===== config.mk =====
export PLATFORM = sky130hd
export DESIGN_NAME = sd_word_loader
export DESIGN_NICKNAME = d
export VERILOG_FILES = /design/src/rtl/sd_loader_pkg.sv /design/src/rtl/sd_word_fifo.sv /design/src/rtl/sd_word_loader.sv
export SDC_FILE = /design/constraint.sdc
export NUM_CORES = 1
export LEC_CHECK = 0
export CELL_PAD_IN_SITES_DETAIL_PLACEMENT = 2
export CELL_PAD_IN_SITES_GLOBAL_PLACEMENT = 2
export CORE_UTILIZATION = 46
export DETAILED_ROUTE_END_ITERATION = 6
export GPL_ROUTABILITY_DRIVEN = 0
export PLACE_DENSITY_LB_ADDON = 0.1
export SETUP_SLACK_MARGIN = 0.2
export SLEW_MARGIN = 20
export SYNTH_ARGS = -nofsm -noshare
export SYNTH_HDL_FRONTEND = slang
export SYNTH_HIERARCHICAL = 1
export SYNTH_SLANG_ARGS = --single-unit

===== constraint.sdc =====
create_clock -name clk -period 8.5 [get_ports clk]
set_clock_uncertainty 0.2 [all_clocks]
set_input_delay 0.85 -clock clk [delete_from_list [all_inputs] [get_ports clk]]
set_output_delay 0.85 -clock clk [all_outputs]
set_load 0.005 [all_outputs]

===== src/rtl/sd_loader_pkg.sv =====
// sd_loader_pkg: shared types and helpers for the SD word loader.
//   state_t    - loader FSM encoding
//   idx_width  - width of the byte-lane index for a given word size
//   strb_mask  - byte-enable mask for a partially filled word
package sd_loader_pkg;

  typedef enum logic [2:0] {
    ST_IDLE,
    ST_LOAD,
    ST_FLUSH,
    ST_DRAIN,
    ST_DONE
  } state_t;

  // A 1-byte word still needs a 1-bit index so the packer logic is uniform.
  function automatic int idx_width(input int word_bytes);
    return (word_bytes > 1) ? $clog2(word_bytes) : 1;
  endfunction

  // Mask with one bit per filled lane. Lanes fill from bit 0 upward in
  // little-endian order and from the MS lane downward in big-endian order.
  function automatic logic [7:0] strb_mask(input int filled, input int word_bytes,
                                           input bit big_endian);
    logic [7:0] m;
    int         lane;
    m = '0;
    for (int i = 0; i < 8; i++) begin
      if (i < filled && i < word_bytes) begin
        lane = big_endian ? (word_bytes - 1 - i) : i;
        m[lane[2:0]] = 1'b1;
      end
    end
    return m;
  endfunction

endpackage


===== src/rtl/sd_word_fifo.sv =====
// sd_word_fifo: synchronous word FIFO with a registered head.
//   clk, rst      clock, asynchronous active-high reset
//   clear         synchronous flush to empty
//   push/push_data write request; ignored when full unless popping the same cycle
//   pop           consume the head (only effective while out_valid)
//   full, empty   occupancy flags (the displayed head counts as an entry)
//   out_valid/out_data registered head; appears the cycle after an entry lands
module sd_word_fifo #(
  parameter int DW    = 36,
  parameter int DEPTH = 8
) (
  input  logic          clk,
  input  logic          rst,
  input  logic          clear,
  input  logic          push,
  input  logic [DW-1:0] push_data,
  input  logic          pop,
  output logic          full,
  output logic          empty,
  output logic          out_valid,
  output logic [DW-1:0] out_data
);

  localparam int PW = (DEPTH > 1) ? $clog2(DEPTH) : 1;
  localparam int CW = PW + 1;

  logic [DW-1:0] mem [DEPTH];
  logic [PW-1:0] wr_ptr, rd_ptr, rd_ptr_nx;
  logic [CW-1:0] count, held;
  logic          do_pop, push_ok;

  assign full      = (count == CW'(DEPTH));
  assign empty     = (count == '0);
  assign do_pop    = pop && out_valid;
  // A pop frees the slot the push lands in, so a full FIFO still accepts.
  assign push_ok   = push && (!full || do_pop);
  // Entries already stored before this edge, after the pop; a same-cycle
  // push is not visible at the head until the following cycle.
  assign held      = count - CW'(do_pop);
  assign rd_ptr_nx = rd_ptr + PW'(do_pop);

  always_ff @(posedge clk) begin
    if (push_ok) mem[wr_ptr] <= push_data;
  end

  always_ff @(posedge clk or posedge rst) begin
    if (rst) begin
      wr_ptr    <= '0;
      rd_ptr    <= '0;
      count     <= '0;
      out_valid <= 1'b0;
      out_data  <= '0;
    end else if (clear) begin
      wr_ptr    <= '0;
      rd_ptr    <= '0;
      count     <= '0;
      out_valid <= 1'b0;
      out_data  <= '0;
    end else begin
      if (push_ok) wr_ptr <= wr_ptr + 1'b1;
      rd_ptr    <= rd_ptr_nx;
      count     <= held + CW'(push_ok);
      out_valid <= (held != '0);
      if (held != '0) out_data <= mem[rd_ptr_nx];
    end
  end

endmodule


===== src/rtl/sd_word_loader.sv =====
// sd_word_loader: packs the SD reader byte stream into words and writes
// them to memory through a small FIFO.
//   clk, rst            clock, asynchronous active-high reset
//   start               pulse; begins a load from IDLE or DONE
//   in_valid/in_byte    byte stream from the SD reader (cannot be stalled)
//   in_end              level; source has no more bytes
//   wr_valid/wr_ready   write handshake; wr_addr/wr_data/wr_strb the word
//   busy, done          load in progress / all words written (sticky)
//   overflow            sticky; a word was dropped on a full FIFO
//   bytes_loaded        bytes accepted in this load
module sd_word_loader
  import sd_loader_pkg::*;
#(
  parameter int                WORD_BYTES = 4,
  parameter int                FIFO_DEPTH = 8,
  parameter int                ADDR_W     = 32,
  parameter logic [ADDR_W-1:0] BASE_ADDR  = '0,
  parameter logic [31:0]       BIN_SIZE   = 32'h0010_0000,
  parameter bit                BIG_ENDIAN = 1'b0
) (
  input  logic                    clk,
  input  logic                    rst,
  input  logic                    start,
  input  logic                    in_valid,
  input  logic [7:0]              in_byte,
  input  logic                    in_end,
  output logic                    wr_valid,
  input  logic                    wr_ready,
  output logic [ADDR_W-1:0]       wr_addr,
  output logic [8*WORD_BYTES-1:0] wr_data,
  output logic [WORD_BYTES-1:0]   wr_strb,
  output logic                    busy,
  output logic                    done,
  output logic                    overflow,
  output logic [31:0]             bytes_loaded
);

  localparam int              IW       = idx_width(WORD_BYTES);
  localparam int              DW       = 8 * WORD_BYTES;
  localparam logic [IW-1:0]   IDX_LAST = IW'(WORD_BYTES - 1);

  state_t                 state, state_nx;
  logic [IW-1:0]          idx, lane;
  logic [DW-1:0]          word_q, word_merged, push_data;
  logic [WORD_BYTES-1:0]  push_strb;
  logic [7:0]             part_mask;
  logic                   take_byte, word_full, push, clear, xfer;
  logic                   fifo_full, fifo_empty;
  logic [DW+WORD_BYTES-1:0] fifo_out;

  assign xfer = wr_valid && wr_ready;

  always_ff @(posedge clk or posedge rst) begin
    if (rst) state <= ST_IDLE;
    else     state <= state_nx;
  end

  always_comb begin
    state_nx  = state;
    take_byte = 1'b0;
    clear     = 1'b0;
    case (state)
      ST_IDLE, ST_DONE: begin
        if (start) begin
          state_nx = ST_LOAD;
          clear    = 1'b1;
        end
      end
      ST_LOAD: begin
        if (bytes_loaded >= BIN_SIZE) begin
          state_nx = ST_FLUSH;
        end else if (in_valid) begin
          take_byte = 1'b1;
          if ({1'b0, bytes_loaded} + 33'd1 >= {1'b0, BIN_SIZE}) state_nx = ST_FLUSH;
        end else if (in_end) begin
          state_nx = ST_FLUSH;
        end
      end
      ST_FLUSH: state_nx = ST_DRAIN;
      ST_DRAIN: if (fifo_empty && !wr_valid) state_nx = ST_DONE;
      default:  state_nx = ST_IDLE;
    endcase
  end

  // Merge the arriving byte into its lane; a completed word is pushed
  // straight from this merged value so it lands in the same cycle.
  assign lane = BIG_ENDIAN ? (IDX_LAST - idx) : idx;

  always_comb begin
    word_merged = word_q;
    word_merged[lane*8 +: 8] = in_byte;
  end

  assign word_full = take_byte && (idx == IDX_LAST);
  assign push      = word_full || ((state == ST_FLUSH) && (idx != '0));
  assign push_data = word_full ? word_merged : word_q;
  assign part_mask = strb_mask(int'(idx), WORD_BYTES, BIG_ENDIAN);
  assign push_strb = word_full ? '1 : part_mask[WORD_BYTES-1:0];

  always_ff @(posedge clk or posedge rst) begin
    if (rst) begin
      idx          <= '0;
      word_q       <= '0;
      bytes_loaded <= '0;
      overflow     <= 1'b0;
      wr_addr      <= BASE_ADDR;
    end else if (clear) begin
      idx          <= '0;
      word_q       <= '0;
      bytes_loaded <= '0;
      overflow     <= 1'b0;
      wr_addr      <= BASE_ADDR;
    end else begin
      if (take_byte) begin
        bytes_loaded <= bytes_loaded + 32'd1;
        if (word_full) begin
          idx    <= '0;
          word_q <= '0;   // unfilled lanes of a later partial word read zero
        end else begin
          idx    <= idx + 1'b1;
          word_q <= word_merged;
        end
      end
      if (push && fifo_full && !xfer) overflow <= 1'b1;
      if (xfer) wr_addr <= wr_addr + ADDR_W'(WORD_BYTES);
    end
  end

  sd_word_fifo #(
    .DW    (DW + WORD_BYTES),
    .DEPTH (FIFO_DEPTH)
  ) u_fifo (
    .clk       (clk),
    .rst       (rst),
    .clear     (clear),
    .push      (push),
    .push_data ({push_strb, push_data}),
    .pop       (xfer),
    .full      (fifo_full),
    .empty     (fifo_empty),
    .out_valid (wr_valid),
    .out_data  (fifo_out)
  );

  assign wr_data = fifo_out[DW-1:0];
  assign wr_strb = fifo_out[DW +: WORD_BYTES];
  assign done    = (state == ST_DONE);
  assign busy    = (state == ST_LOAD) || (state == ST_FLUSH) || (state == ST_DRAIN);

endmodule


==> metrics.md <==
| Metric | Value |
|---|---|
| Clock Latency Late Sink | `0.56 ns` |
| Via/cell ratio | `6.01` |
| Initial DRC count | `631` |
| DR vias | `11200` |
| Post-cts resize count | `0` |
| Top Ports | `118` |
| CTS tree | `done` |
| Synthesized area per cell | `15.0 um2` |
| Residual DRC count | `0` |
| CTS buffer count | `47` |
| Fin. Hold Viols | `0` |
| Final period utilization | `0.586` |
| Post-CTS setup buffers | `0` |
| PwrDens | `337 nW/um2` |
| Hold depth | `1` |
| Tot Pwr | `7.14 mW` |
| Max transition margin | `0.263` |
| Largest area contributor in the netlist | `edfxtp_1` |
| Number of synthesized register bits | `435` |
| Clock Sinks | `435` |
| Non-filler cells, final | `1869` |
| Post-route cell area | `21200 um2` |
| Crit-path slowest cell | `nor3_2` |
| Post-synth EDFFs | `288` |
| Main synth FF type | `edfxtp_1` |
| Largest net degree at the start of global routing | `131` |
| Synthesis Warnings | `6` |
| Max Fclk | `201 MHz` |
| Die Ht | `199 um` |
| P&R area growth vs syn | `18.9%` |
| Synth unique cells | `59` |
| Synthesized area | `17800 um2` |
| Clock slew at reported path FFs | `0.06 ns` |
| Remaining Overflow, GRT | `0` |
| FP Rows | `71` |
| Final wirelength | `53800 um` |
| DR WL/cell | `28.8 um` |
| Lkg Pwr | `8.29 nW` |
| DR pass1 iterations | `4` |
| Post-Route Setup TNS | `0 ns` |
| Hold-fix buffers, CTS | `0` |
| Ys async rst share | `0.338` |
| Port bufs | `115` |
| Post-DP HPWL | `30800 um` |
| Crit path capture type | `flip-flop` |
| Post-placement cell area | `19600 um2` |
| Final period demand of the worst path | `4.98 ns` |
| Most frequent cell after synthesis | `edfxtp_1` |
| R2R cell count | `8` |
| Most instantiated cells after synthesis | `edfxtp_1 (288), dfrtp_1 (147), mux2i_1 (144)` |
| Filler cells | `3432` |
| Stages on worst setup path | `9` |
| Worst min path class | `reg -> reg` |
| Clock Tree Root | `clkbuf_16` |
| Vias in the first global route | `12600` |
| Delay-heaviest family, CP | `simple AND/OR/NAND/NOR gates` |
| Max stage delay on crit path | `0.87 ns` |
| Core Footprint | `37900 um2` |
| Total Routing Usage GR | `0.279` |
| Dpl cells | `1779` |
| Crit Path Category | `in -> reg` |
| Mapped Cells | `1191` |
| Diodes inserted | `0` |
| Global-route wire length before repair | `81000 um` |
| Measured slew at the worst slew-check pin | `1.10 ns` |
| CP Data Arrival Time | `4.98 ns` |
| Max_cap viols | `0` |
| Initial Util | `0.470` |
| H-tree levels | `2` |
| Initial antenna violation count | `0` |
| Synth top area cells | `edfxtp_1 (48%), dfrtp_1 (21%), mux2i_1 (8.1%)` |
| Layout cells sized above 1 | `0.0928` |
| Area share of the largest cell type after synthesis | `0.485` |
| CP Launch Type | `input port` |
| Endpoints failing setup | `0` |
| Fin. max-slew vios | `0` |
| Post-layout nets | `1350` |
| Worst vdd ir | `0.307 mV` |
| Critical-path cell list | `clkdlybuf4s50_1 > or4bb_1 > or4_4 > o21ai_0 > o21ai_2 > inv_1 > nand2b_2 > nor3_2 > buf_4` |
| Sequential share of the synthesized area | `0.691` |
| Die Footprint | `39600 um2` |
| Outcome | `finished clean` |
| CTS max path bufs | `3` |
| Worst Path Required | `8.50 ns` |
| Die W | `199 um` |
| Routed Antenna Nets | `0` |
| CP Buf/Inv Count | `3` |
| CP Max Fanout | `28` |
| RSZ-0062 raised after global routing | `false` |
| Final core occ | `0.559` |
worst paths after layout:
path	slack [ns]	from	endpoint
setup reg to reg	3.72	state[0]	u_fifo/mem[0][17]
setup / recovery	3.52	in_valid	u_fifo/mem[0][17]
min in group asynchronous	0.56	rst	wr_addr[8]
hold / removal	0.29	u_fifo/out_data[13]	u_fifo/out_data[13]
hold reg to reg	0.29	u_fifo/out_data[13]	u_fifo/out_data[13]
max in group asynchronous	6.27	rst	wr_addr[21]
power by group:
part	total (mW)	switching, mW	internal [mW]
clock	2.08	0.828	1.25
sequential	2.70	0.170	2.53
combinational	2.37	1.38	0.990
total	7.14	2.38	4.77
metrics by stage:
step	setup slack, ns	hold slack [ns]
after floorplan	2.85	0.273
after global placement	3.26	0.276
after detailed placement	2.96	0.282
after CTS	3.52	0.296
after global routing	3.30	0.304
final	3.52	0.290
cell usage in the layout, fill, tap and decap left out, drive strengths merged, types with 5 or more instances in the layout:
master,netlist,final
a21oi,7,7
a22o,48,48
a22oi,72,72
a32o,36,36
and2,10,10
and3,22,22
buf,45,20
bufinv,0,5
clkbuf,12,69
clkdlybuf4s50,0,115
clkinv,1,15
dfrtp,147,147
edfxtp,288,288
ha,16,16
inv,21,21
mux2i,144,144
nand2,54,54
nand3,40,40
nand4,21,21
nor2,68,68
nor2b,7,7
nor3,7,7
nor4,12,12
o21ai,26,26
o31ai,7,7
xnor2,10,10
xor2,29,29
metal layers:
layer  vias up  GRT usage  part of all wire
met5         -          0                 0
li1       4879          -                 -
met2       278      0.498              0.53
met4         0     0.0946             0.030
met1      5973      0.347              0.41
met3        97     0.0395             0.035
logic make-up after synthesis:
group	count (synthesis)	share of synthesized area
flops	435	0.691
compound gates	212	0.0953
fa+ha+maj	16	0.0112
other cells	1	0.000210
buf+inv	79	0.0226
simple gates	265	0.0791
mux	144	0.0808
xor+xnor	39	0.0196
cell type report:
class,count,area (um2),share of cell area
Sequential cell,435,12300,0.581
Multi-Input combinational cell,678,5200,0.245
Timing Repair Buffer,136,1390,0.0657
Clock buffer,68,1350,0.0635
Tap cell,511,639,0.0301
Clock inverter,19,215,0.0101
Inverter,22,85.1,0.00401
state kept, by name, summed over array words and instances, names as in the netlist:
register	flops
u_fifo/out_data	36
wr_addr	30
bytes_loaded	32
u_fifo/count	4
u_fifo/out_valid	1
u_fifo/mem	288
u_fifo/rd_ptr	3
word_q	32
state	3
u_fifo/wr_ptr	3
overflow	1
idx	2
No activity file was read; power rests on OpenSTA's default activity.
